$ cat config.mk
export PLATFORM = sky130hd
export DESIGN_NAME = logistic_iter
export DESIGN_NICKNAME = d
export VERILOG_FILES = /design/src/rtl/logistic_iter.sv
export SDC_FILE = /design/constraint.sdc
export NUM_CORES = 1
export LEC_CHECK = 0
export ABC_AREA = 0
export CORE_AREA = 2 2 137 139
export DETAILED_ROUTE_END_ITERATION = 16
export DIE_AREA = 0 0 139 141
export DONT_BUFFER_PORTS = 1
export PLACE_DENSITY_LB_ADDON = 0.2
export REMOVE_ABC_BUFFERS = 1
export SLEW_MARGIN = 20
export SYNTH_ARGS = -nofsm -noshare
export SYNTH_HDL_FRONTEND = slang
export SYNTH_SLANG_ARGS = --single-unit
$ cat constraint.sdc
create_clock -name clk -period 6.3 [get_ports clk]
set_input_delay 0.945 -clock clk [delete_from_list [all_inputs] [get_ports clk]]
set_output_delay 0.945 -clock clk [all_outputs]
set_load 0.02 [all_outputs]
$ cat src/rtl/logistic_iter.sv
// Fixed-point logistic-map iterator: once per period produces N_OSC iterates
// x <- r*x*(1-x) using one shared LSB-first shift-add multiplier, then steps r.
module logistic_iter #(
  parameter int unsigned N_OSC    = 8,
  parameter int unsigned ITER_LEN = 15361,
  parameter int unsigned FRAC     = 16,
  parameter int unsigned R_INC    = 2,
  parameter int unsigned R_START  = 196608,
  parameter int unsigned X_SEED   = 32768
) (
  input  logic                       clk,
  input  logic                       reset,
  output logic [FRAC-1:0]            x_out,
  output logic [$clog2(N_OSC)-1:0]   x_idx,
  output logic                       x_valid,
  output logic [FRAC+1:0]            r_out,
  output logic                       overrun
);

  localparam int unsigned AW  = 2*FRAC + 2;
  localparam int unsigned BW  = FRAC + 2;
  localparam int unsigned CW  = $clog2(ITER_LEN);
  localparam int unsigned KW  = $clog2(N_OSC);
  localparam int unsigned BCW = $clog2(FRAC + 2);

  localparam logic [1:0] S_IDLE = 2'd0;
  localparam logic [1:0] S_MUL1 = 2'd1;
  localparam logic [1:0] S_MUL2 = 2'd2;
  localparam logic [1:0] S_EMIT = 2'd3;

  localparam logic [FRAC-1:0] SEED_V    = FRAC'(X_SEED);
  localparam logic [FRAC+1:0] RSTART_V  = (FRAC+2)'(R_START);
  localparam logic [FRAC+2:0] RINC_V    = (FRAC+3)'(R_INC);
  localparam logic [FRAC+2:0] R_LIMIT   = {3'b100, {FRAC{1'b0}}};
  localparam logic [FRAC:0]   ONE       = {1'b1, {FRAC{1'b0}}};
  localparam logic [CW-1:0]   CNT_LAST  = CW'(ITER_LEN - 1);
  localparam logic [KW-1:0]   K_LAST    = KW'(N_OSC - 1);
  localparam logic [BCW-1:0]  B1_LAST   = BCW'(FRAC);
  localparam logic [BCW-1:0]  B2_LAST   = BCW'(FRAC + 1);

  logic [1:0]      state_q, state_d;
  logic [CW-1:0]   cnt_q, cnt_d;
  logic [KW-1:0]   k_q, k_d;
  logic [BCW-1:0]  bcnt_q, bcnt_d;
  logic [AW-1:0]   a_q, a_d;
  logic [BW-1:0]   b_q, b_d;
  logic [AW-1:0]   acc_q, acc_d;
  logic [FRAC-1:0] x_q, x_d;
  logic [FRAC+1:0] r_q, r_d;
  logic [FRAC-1:0] x_out_q, x_out_d;
  logic [KW-1:0]   x_idx_q, x_idx_d;
  logic            x_valid_q, x_valid_d;
  logic            overrun_q, overrun_d;

  logic            tick;
  logic [AW-1:0]   acc_step;
  logic [FRAC-1:0] y_sat;
  logic [FRAC-1:0] res;
  logic [FRAC+2:0] r_sum;
  logic [FRAC+1:0] r_next;

  always_comb begin
    tick     = (cnt_q == '0);
    acc_step = b_q[0] ? (acc_q + a_q) : acc_q;
    // acc_q holds the full r*t product once MUL2 has finished
    y_sat    = (acc_q[AW-1:2*FRAC] != '0) ? '1 : acc_q[2*FRAC-1:FRAC];
    res      = (y_sat == '0) ? SEED_V : y_sat;
    r_sum    = {1'b0, r_q} + RINC_V;
    r_next   = (r_sum >= R_LIMIT) ? RSTART_V : r_sum[FRAC+1:0];
  end

  always_comb begin
    state_d   = state_q;
    cnt_d     = (cnt_q == CNT_LAST) ? '0 : cnt_q + 1'b1;
    k_d       = k_q;
    bcnt_d    = bcnt_q;
    a_d       = a_q;
    b_d       = b_q;
    acc_d     = acc_q;
    x_d       = x_q;
    r_d       = r_q;
    x_out_d   = x_out_q;
    x_idx_d   = x_idx_q;
    x_valid_d = 1'b0;
    overrun_d = overrun_q | (tick && (state_q != S_IDLE));

    case (state_q)
      S_IDLE: begin
        if (tick) begin
          k_d     = '0;
          a_d     = AW'(x_q);
          b_d     = {1'b0, ONE - {1'b0, x_q}};
          acc_d   = '0;
          bcnt_d  = '0;
          state_d = S_MUL1;
        end
      end
      S_MUL1: begin
        acc_d  = acc_step;
        a_d    = a_q << 1;
        b_d    = b_q >> 1;
        bcnt_d = bcnt_q + 1'b1;
        if (bcnt_q == B1_LAST) begin
          a_d     = AW'(acc_step[2*FRAC-1:FRAC]);
          b_d     = r_q;
          acc_d   = '0;
          bcnt_d  = '0;
          state_d = S_MUL2;
        end
      end
      S_MUL2: begin
        acc_d  = acc_step;
        a_d    = a_q << 1;
        b_d    = b_q >> 1;
        bcnt_d = bcnt_q + 1'b1;
        if (bcnt_q == B2_LAST) begin
          state_d = S_EMIT;
        end
      end
      S_EMIT: begin
        x_d       = res;
        x_out_d   = res;
        x_idx_d   = k_q;
        x_valid_d = 1'b1;
        if (k_q == K_LAST) begin
          r_d     = r_next;
          state_d = S_IDLE;
        end else begin
          k_d     = k_q + 1'b1;
          a_d     = AW'(res);
          b_d     = {1'b0, ONE - {1'b0, res}};
          acc_d   = '0;
          bcnt_d  = '0;
          state_d = S_MUL1;
        end
      end
      default: state_d = S_IDLE;
    endcase
  end

  always_ff @(posedge clk or posedge reset) begin
    if (reset) begin
      state_q   <= S_IDLE;
      cnt_q     <= '0;
      k_q       <= '0;
      bcnt_q    <= '0;
      a_q       <= '0;
      b_q       <= '0;
      acc_q     <= '0;
      x_q       <= SEED_V;
      r_q       <= RSTART_V;
      x_out_q   <= '0;
      x_idx_q   <= '0;
      x_valid_q <= 1'b0;
      overrun_q <= 1'b0;
    end else begin
      state_q   <= state_d;
      cnt_q     <= cnt_d;
      k_q       <= k_d;
      bcnt_q    <= bcnt_d;
      a_q       <= a_d;
      b_q       <= b_d;
      acc_q     <= acc_d;
      x_q       <= x_d;
      r_q       <= r_d;
      x_out_q   <= x_out_d;
      x_idx_q   <= x_idx_d;
      x_valid_q <= x_valid_d;
      overrun_q <= overrun_d;
    end
  end

  assign x_out   = x_out_q;
  assign x_idx   = x_idx_q;
  assign x_valid = x_valid_q;
  assign r_out   = r_q;
  assign overrun = overrun_q;

endmodule

Word-level counts from Yosys, hierarchy flattened
Index checks and enable logic that the tools add are counted.
W data, S select, Z words.
{ "totals": {"inputBits": 2, "ff_bits": 165, "word_cells": 74, "out_inout_bits": 39} }
{ "op_classes": {"bitwise": 1, "muxes": 30, "n_reduce_logical": 11, "n_eq_ne": 11, "magnitude_cmp": 1, "n_addsub": 7} }
{ "ops": {"columns": ["cell", "count"], "rows": [
  ["$pmux W34 S4", 2],
  ["$mux W34", 7],
  ["$mux W18", 4],
  ["$pmux W18 S4", 1],
  ["$add A34 B34 Y34", 1],
  ["$sub A17 B16 Y17 const A", 2],
  ["$mux W16", 2],
  ["$pmux W5 S4", 1],
  ["$add A18 B2 Y19 const B", 1],
  ["$ge A19 B19 Y1 const B", 1],
  ["$logic_not A16 Y1", 1],
  ["$mux W5", 3],
  ["$add A14 B1 Y14 const B", 1],
  ["$eq A14 B14 Y1 const B", 1],
  ["$logic_not A14 Y1", 1],
  ["$mux W14", 1],
  ["$eq A5 B5 Y1 const B", 2],
  ["$ne A2 B2 Y1 const B", 4],
  ["$pmux W2 S4", 1],
  ["$mux W2", 3],
  ["$mux W3", 2],
  ["$pmux W3 S2", 1],
  ["$reduce_and A3 Y1", 2],
  ["$reduce_bool A2 Y1", 3],
  ["other kinds (10)", 13]
]} }

Longest topological paths before layout
{ "depth": {"ltp_word": 7, "depth_mapped": 13, "mapped_depth_nobuf": 12} }

Worst setup path after synthesis
No wires, ideal clock.
{ "synth_path": {"path_kind": "reg2reg", "startpoint": "register state_q[0]", "endpoint": "register b_q[13]", "synth_period_minus_slack_ns": 2.998, "setup_time_ns": 0.129, "t_arrival_ns": 2.870, "stages_incl_launch_ff": 12, "setup_slack_ns": 3.302, "required_ns": 6.171, "path_buffers": 1, "cell_sequence": "dfrtp_1 > ha_1 > or3b_1 > buf_6 > nor3_4 > o21ai_2 > or4_4 > or4_1 > xnor2_1 > nor2_1 > a221oi_2 > o21ai_1"} }
{ "synth_via": {"elab_chain_len": 3, "elab_cells_between_ends": 8, "classes_between": "eq/ne (5); mux (1); reduce/logical (2)"} }
{ "synth_rtl": {"columns": ["item", "line", "rtl"], "rows": [
  ["start, declared", "41", "logic [1:0] state_q, state_d;"],
  ["start signal, assigned", "157", "state_q <= state_d;"],
  ["$eq A2 B2 Y1 / $logic_not A2 Y1 (equally long branches)", "87", "case (state_q)"],
  ["$ne A2 B2 Y1 (no line)", null, null],
  ["$reduce_and A2 Y1 (no line)", null, null],
  ["end signal, assigned", "148", "b_q <= '0;"],
  ["end signal, assigned", "162", "b_q <= b_d;"],
  ["end, declared", "46", "logic [BW-1:0] b_q, b_d;"]
]} }
Several ways; a longest one is shown, not always the timed one.
A chain may end at the register's enable or synchronous reset.

Final worst setup path
{ "layout_path": {"startpoint": "register state_q[1]", "endpoint": "register b_q[12]"} }
Same word-level chain as after synthesis.

==> metrics <==
status=completed; Area growth syn-to-layout=7.11%; Starting Density=48.9%; area of the mapped netlist=8940 µm²; post_cts resized=0; fin nets=1000; TritonCTS Sinks=149; setup TNS=0 ns; Root Buffer Master=clkbuf_16; worst skew pair latency=0.44 ns; peak supply drop=0.181 mV; post-synthesis sequential area ratio=41.8%; first-pass GRT wire length=36.5 mm; DR DRC count=0; post-route cell area=9570 µm²; Worst EP required=6.58 ns; CTS tree=yes; GPL Wtd Cong=0.879; vias in the first global route=6789; total CTS buffers=17; pre-CTS setup slack=2.71 ns; Placed Area=8980 µm²; via-per-instance ratio=6.01; H-tree Lvls=4; DRT iter0 DRCs=550; crit path time final=3.61 ns; width of the die=139 µm; Leak=0.00461 µW; xor/xnor share of the synthesized area=6.17%; initial antenna violation count=0; commonest non-fill, non-tap cells in the layout=dfrtp_1 (146), nand2_1 (117), o21ai_0 (88); die area=19600 µm²; Routed WL=22.5 mm; vias=7192; Final Hold Violating Endpoints=0; Avg Cell Area, Syn=9.06 µm²; wire per inst=18.8 µm; Adder-Cell Fraction of Synth Area=6.80%; max-slew violation count=0; I/O Pins=41; Yosys reg bits=149; relative slew slack=30.2%; Synth warnings=0; grt ovf=0; RSZ-0062 raised after global routing=no; Core ar.=18300 µm²; DR pass1 iterations=5; Worst Path Class, Setup=register to register; Routed Antenna Nets=0; Crit Path Max Fanout=34; count of cell types in the netlist=71; critical path capture point type=register; fmax=277 MHz; post-synthesis compound-gate area fraction=21.9%; IO buf count=0; post-CTS setup buffer count=0; Worst Tran Pin Value=1.04 ns; number of antenna diodes=0; layout cell share with drive strength beyond 1=6.75%; commonest non-fill, non-tap cell in the layout=dfrtp_1; post-synthesis mux area share=1.40%; PwrDens=211 nW/µm²; kind of start point of the critical path=register; simple-gate portion of the synthesized area=17.0%; hpwl dp=16.1 mm; Worst-path clk slew=0.07 ns; main combinational cell family by area after synthesis=compound AO/OA/AOI/OAI gates; Synth Instances=987; ys flop type=dfrtp_1; ys async rst share=100%; Final Skew=0.0127 ns; MaxCap Viol Count=0; Post-synth EDFFs=0; period utilization=57.3%; largest net degree at the start of global routing=95; final setup fails=0; GRT Total Usage=23.4%; Max Root-Sink Buffers=2; Die Height=141 µm; CTS hold repair buffers=0; Hold WC Path Type=register to register; # rows=50; setup ws final=2.69 ns; WP data arrival=3.90 ns
## Yosys cell counts (6+ instances only)
master / instances / share of area [%]
o22ai_1: 8 / 0.56
or2_2: 9 / 0.63
a221oi_1: 6 / 0.59
a22o_1: 30 / 2.9
clkbuf_1: 38 / 1.6
a222oi_1: 10 / 1.1
o21ai_0: 89 / 5.0
inv_1: 35 / 1.5
nand3_1: 30 / 1.7
nand4_1: 10 / 0.70
nor2b_1: 6 / 0.42
buf_4: 16 / 1.3
mux2i_1: 8 / 0.90
a211oi_1: 8 / 0.67
nand2_1: 117 / 4.9
a31oi_1: 9 / 0.63
a21oi_1: 48 / 2.7
xnor2_1: 36 / 3.5
nor3_1: 12 / 0.67
nor2_1: 79 / 3.3
or3_1: 6 / 0.42
o31ai_1: 10 / 0.84
a21o_1: 25 / 2.1
dfrtp_1: 146 / 41
ha_1: 47 / 6.6
nor4_1: 6 / 0.42
xor2_1: 27 / 2.6
nand2b_1: 7 / 0.49
and3_1: 18 / 1.3
## flip-flops by register name, summed over array words and instances (netlist names)
register / flops
cnt_q: 14
x_q: 16
acc_q: 34
x_out: 1
bcnt_q: 5
state_q: 2
k_q: 3
a_q: 34
b_q: 18
r_out: 17
x_valid: 1
x_idx: 3
overrun: 1
## final timing paths
check | start | endpoint | slack [ns] | depth (start not counted)
worst max register to register | state_q[1] | b_q[12] | 2.69 | 12
worst min register to register | b_q[17] | b_q[17] | 0.47 | 2
min in group asynchronous | reset | cnt_q[6] | 0.51 | 1
worst min-delay path | b_q[17] | b_q[17] | 0.47 | 2
worst max-delay path | state_q[1] | b_q[12] | 2.69 | 12
max in group asynchronous | reset | acc_q[9] | 4.56 | 2
## report_power, final
| group | internal, µW | total, µW | leakage (µW) | switching, µW |
|---|---|---|---|---|
| registers | 957 | 957 | 0.00202 | 0 |
| clock network | 596 | 1050 | 0.000290 | 449 |
| logic | 0.616 | 19.1 | 0.00230 | 18.5 |
| total | 1550 | 2020 | 0.00461 | 468 |
## final cells by class
type	count	area, µm²
clock buffers	18	429
clock inverters	14	165
fillers	1702	8690
inverters	37	144
multi-input cells	740	4770
flip-flops and latches	149	3730
well taps	234	293
repair buffers	5	37.5
## per-stage QoR
stage	utilization [%]	power, µW	hold WS [ns]	std cells
global placement	49.2	995	0.452	1165
detailed placement	49.2	995	0.455	1165
global route	52.4	2080	0.505	1197
floorplan	-	989	0.437	926
CTS	52.4	2040	0.472	1197
finish	52.4	2020	0.466	1197
## kinds of logic (layout without fill, tap and decap cells)
| family | Yosys count | count (layout) |
|---|---|---|
| multiplexers | 12 | 12 |
| AND/OR/NAND/NOR | 323 | 323 |
| adder cells (fa/ha/maj) | 48 | 48 |
| buffers and inverters | 98 | 74 |
| XOR/XNOR | 63 | 63 |
| other | 1 | 1 |
| flip-flops | 149 | 149 |
| AO/OA/AOI/OAI | 293 | 293 |
## metal layers
metal | track usage, % | vias up | routed length, µm
li1 | - | 3481 | -
met1 | 32.8 | 3467 | 10400
met2 | 35.9 | 197 | 10100
met3 | 4.96 | 47 | 1280
met4 | 8.77 | 0 | 729
met5 | 0 | - | 0
## worst max-delay path: stages (launching register included)
cell,delay [ns]
dfrtp_1,0.42
ha_1,0.17
buf_4,0.31
clkinv_1,0.55
a21oi_1,0.36
ha_1,0.23
nand2_1,0.10
nor4_2,0.48
inv_1,0.12
nor3_1,0.24
xnor2_1,0.09
a222oi_1,0.27
o21ai_0,0.12
(Power assumes the default switching activity.)
